<file path="src/rtl/lif_pkg.sv">
// Shared types, default widths and the saturating adder for the LIF neuron.
package lif_pkg;

  localparam int LIF_N_SYN_DEF     = 4;
  localparam int LIF_W_DEF         = 8;
  localparam int LIF_REFRAC_W_DEF  = 4;
  localparam int LIF_ADAPT_INC_DEF = 4;

  typedef enum logic {
    INTEG  = 1'b0,
    REFRAC = 1'b1
  } lif_state_t;

  // Adds two unsigned values and clamps to 2^w-1; callers keep w <= 31.
  function automatic logic [31:0] sat_add(input logic [31:0] a,
                                          input logic [31:0] b,
                                          input int unsigned w);
    logic [32:0] s;
    logic [32:0] max_v;
    s     = {1'b0, a} + {1'b0, b};
    max_v = (33'd1 << w) - 33'd1;
    return (s > max_v) ? max_v[31:0] : s[31:0];
  endfunction

endpackage

</file>
<file path="src/rtl/lif_syn_sum.sv">
// Combinational sum of the weights whose synapse input is active.
module lif_syn_sum
  import lif_pkg::*;
#(
  parameter int N_SYN = LIF_N_SYN_DEF,
  parameter int W     = LIF_W_DEF
) (
  input  logic [N_SYN-1:0]               syn,
  input  logic [N_SYN*W-1:0]             weight,
  output logic [W+$clog2(N_SYN)-1:0]     sum
);

  localparam int OUT_W = W + $clog2(N_SYN);

  // NOTE: combinational blocks use blocking '=' so the running sum accumulates in order;
  // the default assignment up front also keeps every path assigned, so no latch is inferred.
  always_comb begin
    sum = '0;
    for (int i = 0; i < N_SYN; i++) begin
      if (syn[i]) sum = sum + OUT_W'(weight[i*W +: W]);
    end
  end

endmodule

</file>
<file path="src/rtl/lif_neuron_multi.sv">
// Multi-synapse leaky integrate-and-fire neuron with saturating integration and refractory period.
// Optional adaptive threshold enabled by defining LIF_ADAPT_THRESH_EN.
module lif_neuron_multi
  import lif_pkg::*;
#(
  parameter int N_SYN     = LIF_N_SYN_DEF,
  parameter int W         = LIF_W_DEF,
  parameter int REFRAC_W  = LIF_REFRAC_W_DEF,
  parameter int ADAPT_INC = LIF_ADAPT_INC_DEF
) (
  input  logic                   clk,
  input  logic                   rst_n,
  input  logic                   en,
  input  logic [N_SYN-1:0]       syn,
  input  logic [N_SYN*W-1:0]     weight,
  input  logic [$clog2(W)-1:0]   tau_shift,
  input  logic [W-1:0]           threshold,
  input  logic [W-1:0]           v_reset,
  input  logic [REFRAC_W-1:0]    refrac_cycles,
  output logic                   spike,
  output logic [W-1:0]           V,
  output logic                   refractory
);

  localparam int SYN_W = W + $clog2(N_SYN);
  localparam int SUM_W = SYN_W + 1;

  lif_state_t          state_q, state_d;
  logic [W-1:0]        v_q, v_d;
  logic                spike_q, spike_d;
  logic                refr_q, refr_d;
  logic [REFRAC_W-1:0] cnt_q, cnt_d;

  logic [SYN_W-1:0]    syn_sum;
  logic [W-1:0]        leak;
  logic [SUM_W-1:0]    sum_full;
  logic [W-1:0]        sum_sat;
  logic [W-1:0]        threshold_eff;
  logic                fire;

  lif_syn_sum #(.N_SYN(N_SYN), .W(W)) u_syn_sum (
    .syn    (syn),
    .weight (weight),
    .sum    (syn_sum)
  );

  always_comb begin
    leak     = (tau_shift == '0) ? v_q : v_q - (v_q >> tau_shift);
    sum_full = SUM_W'(leak) + SUM_W'(syn_sum);
    sum_sat  = (sum_full > SUM_W'({W{1'b1}})) ? {W{1'b1}} : sum_full[W-1:0];
    fire     = en && (state_q == INTEG) && (sum_sat >= threshold_eff);
  end

`ifdef LIF_ADAPT_THRESH_EN
  logic [W-1:0] theta_q, theta_d;

  always_comb begin
    threshold_eff = W'(sat_add(32'(threshold), 32'(theta_q), W));
    theta_d       = theta_q;
    if (fire) begin
      theta_d = W'(sat_add(32'(theta_q), 32'(ADAPT_INC), W));
    end else if (en && state_q == INTEG && theta_q != '0) begin
      theta_d = theta_q - W'(1);
    end
  end

  always_ff @(posedge clk or negedge rst_n) begin
    if (!rst_n) theta_q <= '0;
    else        theta_q <= theta_d;
  end
`else
  assign threshold_eff = threshold;
`endif

  always_comb begin
    state_d = state_q;
    v_d     = v_q;
    cnt_d   = cnt_q;
    spike_d = 1'b0;
    if (en) begin
      case (state_q)
        INTEG: begin
          if (fire) begin
            spike_d = 1'b1;
            v_d     = v_reset;
            cnt_d   = refrac_cycles;
            if (refrac_cycles != '0) state_d = REFRAC;
          end else begin
            v_d = sum_sat;
          end
        end
        REFRAC: begin
          // Synapses and leak are ignored; V keeps the post-spike value.
          cnt_d = cnt_q - REFRAC_W'(1);
          if (cnt_q == REFRAC_W'(1)) state_d = INTEG;
        end
        default: state_d = INTEG;
      endcase
    end
    refr_d = (state_d == REFRAC);
  end

  // NOTE: sequential state uses non-blocking '<=' so all flops update together on the edge.
  always_ff @(posedge clk or negedge rst_n) begin
    if (!rst_n) begin
      state_q <= INTEG;
      v_q     <= '0;
      spike_q <= 1'b0;
      refr_q  <= 1'b0;
      cnt_q   <= '0;
    end else begin
      state_q <= state_d;
      v_q     <= v_d;
      spike_q <= spike_d;
      refr_q  <= refr_d;
      cnt_q   <= cnt_d;
    end
  end

  assign spike      = spike_q;
  assign V          = v_q;
  assign refractory = refr_q;

endmodule

</file>
<file path="config.mk">
export PLATFORM = sky130hd
export DESIGN_NAME = lif_neuron_multi
export DESIGN_NICKNAME = d
export VERILOG_FILES = /design/src/rtl/lif_pkg.sv /design/src/rtl/lif_syn_sum.sv /design/src/rtl/lif_neuron_multi.sv
export SDC_FILE = /design/constraint.sdc
export NUM_CORES = 1
export LEC_CHECK = 0
export CAP_MARGIN = 10
export CORE_AREA = 5 5 92 94
export CTS_BUF_LIST = sky130_fd_sc_hd__clkbuf_8
export DETAILED_ROUTE_END_ITERATION = 8
export DIE_AREA = 0 0 97 99
export DONT_BUFFER_PORTS = 1
export PLACE_DENSITY = 0.66
export SYNTH_ARGS = -nofsm -noshare
export SYNTH_HDL_FRONTEND = slang
export SYNTH_SLANG_ARGS = --single-unit
export TNS_END_PERCENT = 30
</file>
<file path="constraint.sdc">
create_clock -name clk -period 8.23 [get_ports clk]
set_input_delay 1.2345 -clock clk [delete_from_list [all_inputs] [get_ports clk]]
set_output_delay 1.2345 -clock clk [all_outputs]
set_load 0.02 [all_outputs]
</file>
Yosys cells after proc, flatten, opt, wreduce, memory -nomap -nowiden

Cells that the tools add are included.

Order comparisons: 2
Reduce and logical (&&, ||, !) cells: 6
Bitwise operators: 1
$add $sub $neg: 6
Muxes and demuxes: 16
Equal/unequal tests: 2
Shift-type cells: 1

Operators with widths:

| cell                | number |
|---|---|
| $mux 8              | 4 |
| $mux 10             | 3 |
| $add 10x8->10       | 2 |
| $add 8x10->11       | 1 |
| $gt 11x8->1 const B | 1 |
| $add 8x8->9         | 1 |
| $ge 8x8->1          | 1 |
| $pmux 4 s2          | 1 |
| $shr 8x3->8         | 1 |
| $sub 8x8->8         | 1 |
| $mux 1              | 6 |
| $eq 4x1->1 const B  | 1 |
| $mux 4              | 1 |
| $reduce_and 2->1    | 2 |
| $reduce_bool 4->1   | 1 |
| $sub 4x1->4 const B | 1 |
| $logic_not 3->1     | 1 |
| $logic_and 1x1->1   | 2 |
| $ne 2x2->1 const B  | 1 |
| $pmux 1 s2          | 1 |
| $not 1->1           | 1 |

Flip-flop bits (word level): 14
Output and inout bits: 10
Logic and storage cells: 38

Longest topological paths before layout

Depth after elaboration: 15
Mapped depth: 38

Hierarchy

From an unflattened synthesis, not the netlist that was laid out.

Cells, all modules: 450
Area, all modules: 3455.8 um^2

Modules (own cells, without submodules):

| module           | times used | area each (um^2) | cells each |
|---|---|---|---|
| lif_neuron_multi | 1          | 1976.9           | 244 |
| lif_syn_sum      | 1          | 1478.9           | 206 |

Worst setup path before layout

OpenSTA, ideal clock, no wires.

Kind: input-to-reg
From: in syn[0]
To: reg cnt_q[2]
Setup slack: -0.189 ns
Arrival time: 8.293 ns
Library setup time: 0.126 ns
Cell stages on the path: 35
Data required time: 8.104 ns
Path buffers: 2
Cell sequence: clkbuf_1 > and2_1 > ha_1 > fa_1 > o2111ai_1 > a21boi_0 > o21ai_0 > or2b_1 > xnor2_1 > o21ai_0 > ha_1 > xnor2_1 > mux2_2 > ha_1 > a21o_1 > a31oi_1 > xnor2_1 > mux2_2 > ha_1 > and3_1 > and3_1 > a32o_1 > mux2_2 > mux2_4 > nor2b_1 > ha_1 > nand2b_1 > a21o_1 > a21o_1 > a21o_1 > a21oi_1 > o21a_1 > clkbuf_1 > nor2_1 > a311o_1

Word-level cells in the longest chain between the ends: 14

RTL lines:

| what                           | RTL line                | source |
|---|---|---|
| start: declaration             | lif_neuron_multi.sv:14  | `input logic [N_SYN-1:0] syn,` |
| $mux 8 (*)                     | lif_syn_sum.sv:20       | `if (syn[i]) sum = sum + OUT_W'(weight[i*W +: W]);` |
| $add 8x8->9                    | lif_syn_sum.sv:20       |  |
| $mux 10 (*)                    | lif_syn_sum.sv:20       |  |
| $add 10x8->10                  | lif_syn_sum.sv:20       |  |
| $mux 10 (*)                    | lif_syn_sum.sv:20       |  |
| $add 10x8->10                  | lif_syn_sum.sv:20       |  |
| $mux 10 (*)                    | lif_syn_sum.sv:20       |  |
| $add 8x10->11 (*)              | lif_neuron_multi.sv:49  | `sum_full = SUM_W'(leak) + SUM_W'(syn_sum);` |
| $gt 11x8->1                    | lif_neuron_multi.sv:50  | `sum_sat = (sum_full > SUM_W'({W{1'b1}})) ? {W{1'b1}} : sum_full[W-1:0];` |
| $mux 8 (*)                     | lif_neuron_multi.sv:50  |  |
| $ge 8x8->1 (*)                 | lif_neuron_multi.sv:51  | `fire = en && (state_q == INTEG) && (sum_sat >= threshold_eff);` |
| $logic_and 1x1->1 (*)          | lif_neuron_multi.sv:51  |  |
| $ne 2x2->1 (no line) (*)       | -                       |  |
| $reduce_and 2->1 (no line) (*) | -                       |  |
| end signal: assignment         | lif_neuron_multi.sv:116 | `cnt_q <= cnt_d;` |
| end: declaration               | lif_neuron_multi.sv:32  | `logic [REFRAC_W-1:0] cnt_q, cnt_d;` |

Mark *: on every way between the ends. The rest lies on a longest branch, timed or not.
A chain may end at the register's enable or synchronous reset.

Final worst setup path

From: in weight[0]
To: reg v_q[6], in the netlist V[6]

Word-level cells in the longest chain between the ends: 13

RTL lines:

| what                   | RTL line                | source |
|---|---|---|
| start: declaration     | lif_neuron_multi.sv:15  | `input logic [N_SYN*W-1:0] weight,` |
| $mux 8 (*)             | lif_syn_sum.sv:20       |  |
| $add 8x8->9            | lif_syn_sum.sv:20       |  |
| $mux 10 (*)            | lif_syn_sum.sv:20       |  |
| $add 10x8->10          | lif_syn_sum.sv:20       |  |
| $mux 10 (*)            | lif_syn_sum.sv:20       |  |
| $add 10x8->10          | lif_syn_sum.sv:20       |  |
| $mux 10 (*)            | lif_syn_sum.sv:20       |  |
| $add 8x10->11 (*)      | lif_neuron_multi.sv:49  |  |
| $gt 11x8->1            | lif_neuron_multi.sv:50  |  |
| $mux 8 (*)             | lif_neuron_multi.sv:50  |  |
| $ge 8x8->1             | lif_neuron_multi.sv:51  |  |
| $logic_and 1x1->1      | lif_neuron_multi.sv:51  |  |
| $mux 8 (*)             | lif_neuron_multi.sv:83  | `if (fire) begin` |
| end signal: assignment | lif_neuron_multi.sv:113 | `v_q <= v_d;` |
| end: declaration       | lif_neuron_multi.sv:29  | `logic [W-1:0] v_q, v_d;` |

Marked as above.

==> metrics.md <==
| Metric | Value |
|---|---|
| CTS max path bufs | 2 |
| Drt pass-1 iters | 4 |
| First-pass GRT wire length | 14.1 mm |
| Placed cells | 536 |
| I/O pins | 72 |
| Status | finished, final reports clean |
| Synthesized flop and latch total | 14 |
| Final slew viol count | 0 |
| Area after DPL | 3500 sq um |
| Post-synthesis sequential area ratio | 10.6% |
| Crit path time final | 7890 ps |
| Worst Setup Path Type | input port to register |
| Synth Flop Type | dfrtp_1 |
| RSZ-0062 raised after global routing | no |
| Non-Filler Instances | 544 |
| CP required | 8410 ps |
| CP max stage delay | 430 ps |
| Worst Clk Skew | 0.600 ps |
| CP endpoint | V[6] |
| Core Area | 7570 sq um |
| Synth area leader | ha_1 |
| Syn Inst Count | 432 |
| Die height | 99 um |
| DRT iter0 DRCs | 116 |
| Power density over the cells | 465 nW/um^2 |
| Final HPWL DP | 7.05 mm |
| Clk root buf | clkbuf_8 |
| Vias/cell | 5.81 |
| TritonCTS clock tree | yes |
| Crit start category | input port |
| Worst hold path class | register to register |
| R2r setup slk | 1650 ps |
| Top cell type's share of synthesized area | 19.3% |
| Synth top area cells | ha_1 19%, dfrtp_1 11%, a21oi_1 5.1% |
| Drt drc | 0 |
| Syn_nets | 550 |
| Initial antenna violation count | 0 |
| Die area | 9600 sq um |
| CP max FO | 4 |
| Layout cells sized above 1 | 16.5% |
| Worst-Skew Late Latency | 250 ps |
| Remaining antenna violation count | 0 |
| Endpoints failing hold | 0 |
| Number of synthesized flops with an enable pin | 0 |
| IO Port Bufs | 0 |
| Initial Utilization | 43.7% |
| Antenna diode count | 0 |
| Vias in the first global route | 3,032 |
| Final wirelength | 8.84 mm |
| Syn_area_per_cell | 7.66 sq um |
| CTS buffer count | 3 |
| Synth cell count leaders | 51 x ha_1, 43 x nand2_1, 37 x inv_1 |
| Fin nets | 561 |
| Max Cap Violations | 0 |
| Slew @ Worst Pin | 846 ps |
| FP Rows | 32 |
| Critical path startpoint | weight[0] |
| HP Start | cnt_q[1] |
| Synth cell types | 50 |
| Max_slew headroom | 43.1% |
| Worst r2r dst | V[6] |
| Largest net degree at the start of global routing | 20 |
| Synth Cell Area | 3310 sq um |
| Ys async rst share | 100% |
| CP endpoint kind | register |
| Static Leak | 1.71 nW |
| Total grt overflow | 0 |
| Number of clock sinks | 14 |
| Finished Core Util | 50.1% |
| Tot Pwr | 1.77 mW |
| H-tree levels | 1 |
| Gpl congestion | 0.862 |
| Post-route cell area | 3790 sq um |
| R2r startpoint | V[2] |
| Reg clk slew, reported paths | 60 ps |
| R2r worst-path depth | 31 |
| Crit path DAT | 8060 ps |
| Vias | 3,159 |
| Maximum vdd drop | 0.380 mV |
| DR WL/cell | 16.2 um |
| # setup viols final | 0 |
| Period utilization | 95.9% |
| Synth warn | 0 |
| Worst path slowest cell | fa_2 |
| Die width | 97 um |
| Gr usage total | 17.2% |
| Top-count cell post-synth | ha_1 |
| Layout Area Growth over Synthesis | 14.6% |
| Fmax | 127 MHz |
-- critical path, delay by kind of cell --
kind            cells  cell delay (ps)
xor+xnor            3              360
mux                 3              800
buf+inv             1              170
compound gates     19             2930
simple gates        5              800
fa+ha+maj           6             1750
-- cells by family (layout without fill, tap and decap cells) --
kind of cell               count (synthesis)  in the layout  synth area share [%]
DFF                                       14             14                  10.6
adders and majority gates                 56             56                  22.3
xor gates and xnor gates                  29             29                  7.67
and+or+nand+nor                          124            124                  18.3
buffers and inverters                     51             61                  6.01
muxes                                     23             23                  7.94
AOI/OAI and AO/OA                        135            135                  27.2
-- power breakdown --
group / internal [mW] / switching, mW
Sequential: 0.101 / 0.0827
Combinational: 0.686 / 0.826
Clock: 0.0425 / 0.0282
Total: 0.829 / 0.937
-- worst min-delay path by stage --
stage | endpoint | slack, ps | cells after the start
detailed placement | cnt_q[0] | 510 | 1
global placement | cnt_q[0] | 520 | 1
finish | cnt_q[1] | 550 | 2
global route | cnt_q[0] | 580 | 1
floorplan | cnt_q[0] | 470 | 1
CTS | cnt_q[0] | 540 | 1
-- layout by cell type, fill, tap and decap left out, types with 6 or more instances in the layout --
cell type / count
o21ai_0: 19
mux2_2: 11
buf_4: 18
mux2i_1: 9
o41ai_1: 8
nor3_1: 7
a31oi_1: 10
dfrtp_1: 14
a211oi_1: 7
xor2_1: 13
nor2_1: 24
nand2_1: 43
nand3_1: 6
a21o_1: 15
ha_1: 44
ha_4: 6
a21oi_1: 28
and2_1: 8
xnor2_1: 15
inv_1: 37
nand2b_1: 11
-- state kept, by name (all words and copies together), names as in the netlist --
signal      flops
V               8
cnt_q           4
refractory      1
spike           1
-- per-layer routing --
layer  share of wire [%]  track usage [%]  vias up  wire length [um]
met3                 4.9             3.47       12               432
met1                  44             22.2     1470              3880
met4                 1.9             3.35        0               168
met2                  49             29.8       75              4360
li1                    -                -     1602                 -
met5                   0                0        -                 0
-- repair_timing --
item | 4_1_cts | 5_1_grt
pin swaps | 1 | 19
hold buffers | 0 | 0
gates cloned | 0 | 1
resized for setup | 2 | 41
endpoints found under the setup margin | 13 | 14
buffers inserted | 1 | 2
-- metrics by stage --
stage	hold slack, ps	TNS (ps)	setup WS, ps
after floorplan	475	0	13.5
after global placement	516	-189	-60.5
after detailed placement	511	-3820	-325
after CTS	538	0	36.9
after global routing	583	0	16.9
final	546	0	341
-- final cells by class --
cell class | instances | area, sq um
Sequential cell | 14 | 350
Inverter | 37 | 139
Timing Repair Buffer | 20 | 151
Tap cell | 102 | 128
Multi-Input combinational cell | 367 | 2970
Fill cell | 727 | 3770
Clock buffer | 4 | 55.1
Power figures use the tool's default switching activity.
